===== src/rtl/alu_mc_pkg.sv =====
// Shared types and helpers for the multi-cycle ALU: opcodes, FSM states, op classification.
package alu_mc_pkg;

  localparam int unsigned OP_W = 4;

  typedef enum logic [OP_W-1:0] {
    OP_ADD  = 4'd0,
    OP_SUB  = 4'd1,
    OP_AND  = 4'd2,
    OP_OR   = 4'd3,
    OP_XOR  = 4'd4,
    OP_SLL  = 4'd5,
    OP_SRL  = 4'd6,
    OP_SRA  = 4'd7,
    OP_SLT  = 4'd8,
    OP_SLTU = 4'd9,
    OP_MUL  = 4'd10,
    OP_MULH = 4'd11,
    OP_DIV  = 4'd12,
    OP_REM  = 4'd13
  } op_e;

  typedef enum logic [1:0] {
    ST_IDLE,
    ST_MUL,
    ST_DIV
  } state_e;

  function automatic logic is_iterative(input logic [OP_W-1:0] op);
    return (op == OP_MUL) || (op == OP_MULH) || (op == OP_DIV) || (op == OP_REM);
  endfunction

  function automatic logic is_divide(input logic [OP_W-1:0] op);
    return (op == OP_DIV) || (op == OP_REM);
  endfunction

endpackage


===== src/rtl/alu_mc_iter.sv =====
// Shared iterative datapath: shift-add multiply and restoring divide, one bit per clock.
// Result is {high, low} = {product hi, product lo} or {remainder, quotient}.
module alu_mc_iter #(
  parameter int unsigned DATA_WIDTH = 32
) (
  input  logic                      clk_i,
  input  logic                      rst_i,
  input  logic                      start_i,
  input  logic                      mode_i,
  input  logic [DATA_WIDTH-1:0]     a_i,
  input  logic [DATA_WIDTH-1:0]     b_i,
  output logic                      done_c,
  output logic [2*DATA_WIDTH-1:0]   acc_next_c
);

  localparam int unsigned W     = DATA_WIDTH;
  localparam int unsigned CNT_W = $clog2(DATA_WIDTH);

  logic [2*W-1:0]   acc_q;
  logic [W-1:0]     opb_q;
  logic [CNT_W-1:0] cnt_q;
  logic             busy_q;
  logic             mode_q;

  logic [W-1:0]     mul_addend_c;
  logic [W:0]       mul_sum_c;
  logic [W:0]       div_rem_c;
  logic [W:0]       div_diff_c;
  logic             div_ge_c;
  logic [2*W-1:0]   acc_step_c;

  // Multiplier sits in the low half and shifts out LSB-first while partial sums enter the top.
  assign mul_addend_c = acc_q[0] ? opb_q : W'(0);
  assign mul_sum_c    = {1'b0, acc_q[2*W-1:W]} + {1'b0, mul_addend_c};

  // Partial remainder gains the next dividend bit; a zero divisor always "fits", giving all-ones.
  assign div_rem_c  = acc_q[2*W-1:W-1];
  assign div_ge_c   = div_rem_c >= {1'b0, opb_q};
  assign div_diff_c = div_rem_c - {1'b0, opb_q};

  always_comb begin
    acc_step_c = {mul_sum_c, acc_q[W-1:1]};
    if (mode_q) begin
      if (div_ge_c) acc_step_c = {div_diff_c[W-1:0], acc_q[W-2:0], 1'b1};
      else          acc_step_c = {acc_q[2*W-2:0], 1'b0};
    end
  end

  assign done_c     = busy_q && (cnt_q == CNT_W'(0));
  assign acc_next_c = acc_step_c;

  always_ff @(posedge clk_i or posedge rst_i) begin
    if (rst_i) begin
      acc_q  <= '0;
      opb_q  <= '0;
      cnt_q  <= '0;
      busy_q <= 1'b0;
      mode_q <= 1'b0;
    end else if (start_i) begin
      acc_q  <= {W'(0), a_i};
      opb_q  <= b_i;
      mode_q <= mode_i;
      cnt_q  <= CNT_W'(W - 1);
      busy_q <= 1'b1;
    end else if (busy_q) begin
      acc_q <= acc_step_c;
      if (cnt_q == CNT_W'(0)) busy_q <= 1'b0;
      else                    cnt_q  <= cnt_q - CNT_W'(1);
    end
  end

endmodule


===== src/rtl/alu_mc.sv =====
// Multi-cycle ALU top: valid/ready handshake, IDLE/MUL/DIV control and single-cycle datapath.
// Iterative ops are delegated to alu_mc_iter; all outputs are registered.
module alu_mc
  import alu_mc_pkg::*;
#(
  parameter int unsigned DATA_WIDTH = 32
) (
  input  logic                  i_clock,
  input  logic                  i_reset,
  input  logic                  i_valid,
  output logic                  o_ready,
  input  logic [3:0]            i_op,
  input  logic [DATA_WIDTH-1:0] i_data0,
  input  logic [DATA_WIDTH-1:0] i_data1,
  output logic                  o_valid,
  output logic [DATA_WIDTH-1:0] o_data
);

  localparam int unsigned W    = DATA_WIDTH;
  localparam int unsigned SH_W = $clog2(DATA_WIDTH);

  state_e       state_q, state_d;
  op_e          op_q, op_d;
  logic         ready_q, ready_d;
  logic         valid_q, valid_d;
  logic [W-1:0] data_q, data_d;

  logic           accept_c;
  logic           iter_start_c;
  logic           iter_mode_c;
  logic           iter_done_c;
  logic [2*W-1:0] iter_acc_c;
  logic [W-1:0]   iter_res_c;
  logic [W-1:0]   single_c;
  logic [SH_W-1:0] shamt_c;

  assign accept_c    = i_valid && ready_q;
  assign iter_mode_c = is_divide(i_op);
  assign shamt_c     = i_data1[SH_W-1:0];

  alu_mc_iter #(.DATA_WIDTH(W)) u_iter (
    .clk_i      (i_clock),
    .rst_i      (i_reset),
    .start_i    (iter_start_c),
    .mode_i     (iter_mode_c),
    .a_i        (i_data0),
    .b_i        (i_data1),
    .done_c     (iter_done_c),
    .acc_next_c (iter_acc_c)
  );

  // Single-cycle datapath; iterative and undefined opcodes yield 0 here.
  always_comb begin
    single_c = '0;
    case (op_e'(i_op))
      OP_ADD:  single_c = i_data0 + i_data1;
      OP_SUB:  single_c = i_data0 - i_data1;
      OP_AND:  single_c = i_data0 & i_data1;
      OP_OR:   single_c = i_data0 | i_data1;
      OP_XOR:  single_c = i_data0 ^ i_data1;
      OP_SLL:  single_c = i_data0 << shamt_c;
      OP_SRL:  single_c = i_data0 >> shamt_c;
      OP_SRA:  single_c = W'($signed(i_data0) >>> shamt_c);
      OP_SLT:  single_c = W'($signed(i_data0) < $signed(i_data1));
      OP_SLTU: single_c = W'(i_data0 < i_data1);
      default: single_c = '0;
    endcase
  end

  // High half carries MULH product bits or the REM remainder.
  always_comb begin
    iter_res_c = iter_acc_c[W-1:0];
    if ((op_q == OP_MULH) || (op_q == OP_REM)) iter_res_c = iter_acc_c[2*W-1:W];
  end

  always_ff @(posedge i_clock or posedge i_reset) begin
    if (i_reset) begin
      state_q <= ST_IDLE;
      op_q    <= OP_ADD;
      ready_q <= 1'b1;
      valid_q <= 1'b0;
      data_q  <= '0;
    end else begin
      state_q <= state_d;
      op_q    <= op_d;
      ready_q <= ready_d;
      valid_q <= valid_d;
      data_q  <= data_d;
    end
  end

  always_comb begin
    state_d = state_q;
    case (state_q)
      ST_IDLE: begin
        if (accept_c && is_iterative(i_op)) state_d = is_divide(i_op) ? ST_DIV : ST_MUL;
      end
      ST_MUL, ST_DIV: begin
        if (iter_done_c) state_d = ST_IDLE;
      end
      default: state_d = ST_IDLE;
    endcase
  end

  always_comb begin
    ready_d      = (state_d == ST_IDLE);
    valid_d      = 1'b0;
    data_d       = data_q;
    op_d         = op_q;
    iter_start_c = 1'b0;
    if (accept_c) begin
      op_d = op_e'(i_op);
      if (is_iterative(i_op)) begin
        iter_start_c = 1'b1;
      end else begin
        valid_d = 1'b1;
        data_d  = single_c;
      end
    end
    if ((state_q != ST_IDLE) && iter_done_c) begin
      valid_d = 1'b1;
      data_d  = iter_res_c;
    end
  end

  assign o_ready = ready_q;
  assign o_valid = valid_q;
  assign o_data  = data_q;

endmodule


===== config.mk =====
export PLATFORM = sky130hd
export DESIGN_NAME = alu_mc
export DESIGN_NICKNAME = d
export VERILOG_FILES = /design/src/rtl/alu_mc_pkg.sv /design/src/rtl/alu_mc_iter.sv /design/src/rtl/alu_mc.sv
export SDC_FILE = /design/constraint.sdc
export NUM_CORES = 1
export LEC_CHECK = 0
export CAP_MARGIN = 20
export CORE_ASPECT_RATIO = 0.7
export CORE_MARGIN = 1
export CORE_UTILIZATION = 50
export CTS_CLUSTER_DIAMETER = 120
export DETAILED_ROUTE_END_ITERATION = 10
export HOLD_SLACK_MARGIN = 0.15
export PLACE_DENSITY = 0.69
export SLEW_MARGIN = 20
export SYNTH_ARGS = -nofsm -noshare
export SYNTH_HDL_FRONTEND = slang
export SYNTH_SLANG_ARGS = --single-unit

===== constraint.sdc =====
create_clock -name i_clock -period 9.15 [get_ports i_clock]
set_clock_uncertainty 0.1 [all_clocks]
set_input_delay 0.915 -clock i_clock [delete_from_list [all_inputs] [get_ports i_clock]]
set_output_delay 0.915 -clock i_clock [all_outputs]
set_load 0.02 [all_outputs]

==> out/qor.csv <==
metric;value;unit
outcome;finished clean;
clock_latency;0.45;ns
yosysTopAreaCell;dfrtp_1;
die-area;39280;um^2
grt_usage;0.4181;
clock_path_buffers;2;
synthMuxAreaShare;0.1227;
hold_end;op_q[0];
pwr-share-clk;0.104;
synthesis.area;19240;um^2
ctsHoldBuffers;0;
synth-xor-area-share;0.03551;
setup_ws;4.125;ns
place_hpwl;64720;um
worst_ep_arrival_time;5.25;ns
antenna_found_initial;0;
synth_top_family_by_area;compound AO/OA/AOI/OAI gates;
timing.fmax;0.1990;GHz
yosys.area_share.simple;0.1798;
synth_top_cell_area_share;0.1847;
reg2reg_from;u_iter.busy_q;
r2r_cells;12;
drive_gt1_frac;0.06381;
fin_crit;5.025;ns
required;9.37;ns
min_path_type;reg2reg;
grt_pass1_vias;19560;
power_density;340.5;nW/um^2
internal-power;3.409;mW
switching_share;0.5251;
gp_congestion;1.110;
synth_most_common_cell;nor2_1;
first_iter_violations;3466;
syn-num-nets;2810;
drt-total-wl;83880;um
ys_seq_area_frac;0.1861;
worst_hold_path.num_cells;2;
critPathLaunchType;input pin;
coreArea;37500;um^2
multi_input_area;14400;um^2
syn_inst;2568;
root_buffer;clkbuf_16;
ys_top_cells_by_count;nor2_1 (272), a21oi_1 (262), nand2_1 (241);
synth_seq_cells;143;
gr-total-overflow;0;
seq_power_share;0.178;
reg2reg_slack;4.28;ns
finalHoldViolations;0;
p_leak;9.292;nW
grt_max_degree;77;
ys_types;88;
slowest_stage;buf_4;
path_class;in2reg;
fp.dieH;166.1;um
synth-compound-area-share;0.2962;
place_ws;3.918;ns
fillCellCount;3588;
slew_headroom;0.2715;
drv_slew;0;
firstDrtPassIters;6;
slowest_delay;0.52;ns
synth_edf_count;0;
path_cells;buf_2 > buf_4 > inv_2 > buf_4 > ha_1 > o21ai_0 > o21ai_0 > o2111ai_1 > a21oi_1 > o211ai_1 > o2111ai_1 > a311oi_1 > nor2_1 > a311oi_1 > o21ai_1;
antennaDiodeCount;0;
cts_tree;built;
endpoint_kind;flop;
nets;2799;
drtAntennaViolNets;0;
syn_area_per_cell;7.491;um^2
yosysWarningCount;0;
fp.dieW;236.4;um
finalNonFillerCells;3058;
power_frac_comb;0.719;
min-delay-start;op_q[0];
worstPathMaxFanout;63;
rows;59;
place_area;20470;um^2
drv_cap;0;
synth.area.top_cells;dfrtp_1 (18%), ha_1 (11%), a21oi_1 (6.8%), mux2i_1 (6.2%), o21ai_0 (5.6%);
numCtsBuffers;17;
setup_tns;0;ns
crit_buf_inv;4;
startpoint;i_data1[2];
min_period_over_period;0.5492;
path_delay_family;compound AO/OA/AOI/OAI gates;
num_vias;21170;
synth_ff_type;dfrtp_1;
grt_pass1_wl;124000;um
htree_num_levels;4;
rsz0062_at_grt;no;
wl_per_cell;27.43;um
portBuffers;104;
worst_pin_slew;1.086;ns
fin_area;21080;um^2
vias_per_cell;6.922;
drc;0;
setup_viol;0;
ys_async_sr_fraction;1.000;
io-pin-count;105;
ff_latch_area;3585;um^2
postCtsSetupBuffers;0;
cts_resized;0;
synthAdderAreaFrac;0.1128;
path_clk_slew;0.06;ns
rr_endpoint;o_data[29];
p_switching;3.769;mW
area_growth;9.561;%
dp_cells;3026;
initial_core_util;0.5130;
peakVddDrop;349.6;uV
clock_sinks;143;
[metal layers]
layer	part of all wire	vias up	global-route usage
met2	0.40	1493	0.5724
met1	0.42	10110	0.5943
li1	-	9375	-
met4	0.038	2	0.1448
met3	0.15	194	0.1531
met5	0.0011	-	0.01818
[tightest hold or removal path: cells and delay by family (launching register included)]
family	cells	cell delay [ns]
compound gates	1	0.06
simple gates	1	0.05
flops	1	0.35
[metrics by stage]
stage	power, mW	hold WS, ns	util
floorplan	4.824	0.3621	-
detailed placement	6.217	0.3882	0.5458
global placement	6.133	0.3855	0.5458
finish	7.177	0.4006	0.5620
CTS	7.002	0.4003	0.5620
global route	7.637	0.4303	0.5620
[logic make-up after synthesis]
family          after synthesis
flops                       143
fa+ha+maj                   171
mux                         186
simple gates                766
xor+xnor                     78
buf+inv                     327
compound gates              897
[sequential cells by signal, indices dropped and copies added (netlist names)]
register and count:
u_iter.opb_q 32, state_q 2, o_valid 1, u_iter.cnt_q 5, op_q 4, u_iter.mode_q 1, u_iter.acc_q 64, u_iter.busy_q 1
o_data 32, o_ready 1
[layout by cell type, fill, tap and decap left out, types with 23 or more instances in the layout]
cell / netlist / layout
clkdlybuf4s50_1: 0 / 98
mux2_2: 23 / 23
buf_4: 4 / 36
xnor2_1: 60 / 60
o211ai_1: 67 / 67
a31oi_1: 26 / 26
and2_1: 40 / 40
ha_1: 167 / 167
o21bai_1: 23 / 23
a21oi_1: 262 / 262
o21ai_0: 215 / 215
a211oi_1: 51 / 51
nand2_1: 241 / 241
nand3_1: 34 / 34
nor3_1: 43 / 40
nand2b_1: 26 / 25
a21o_1: 41 / 41
mux4_2: 37 / 37
inv_1: 153 / 152
mux2i_1: 120 / 120
nor2_1: 272 / 270
dfrtp_1: 142 / 140
[power by group through the flow]
stage,clock network (mW),registers (mW),logic (mW)
floorplan,0,1.20,3.62
global placement,0,1.26,4.88
detailed placement,0,1.26,4.96
CTS,0.742,1.26,5.00
global route,0.770,1.30,5.57
finish,0.743,1.27,5.16
[layout make-up]
type / instances / share of cell area
well taps: 488 / 0.02897
clock inverters: 13 / 0.007777
flip-flops and latches: 143 / 0.1701
inverters: 159 / 0.02855
clock buffers: 19 / 0.02102
repair buffers: 138 / 0.06031
multi-input cells: 2098 / 0.6833
[how the worst max path moves through the flow]
stage,slack [ns],endpoint,cells after the start
5_1_grt,3.89,o_data[31],15
3_5_place_dp,3.92,o_data[26],15
3_3_place_gp,4.01,o_data[26],15
4_1_cts,4.37,o_data[26],15
2_1_floorplan,4.30,o_data[0],1
6_report,4.12,o_data[31],15
No activity file was read; power rests on OpenSTA's default activity.
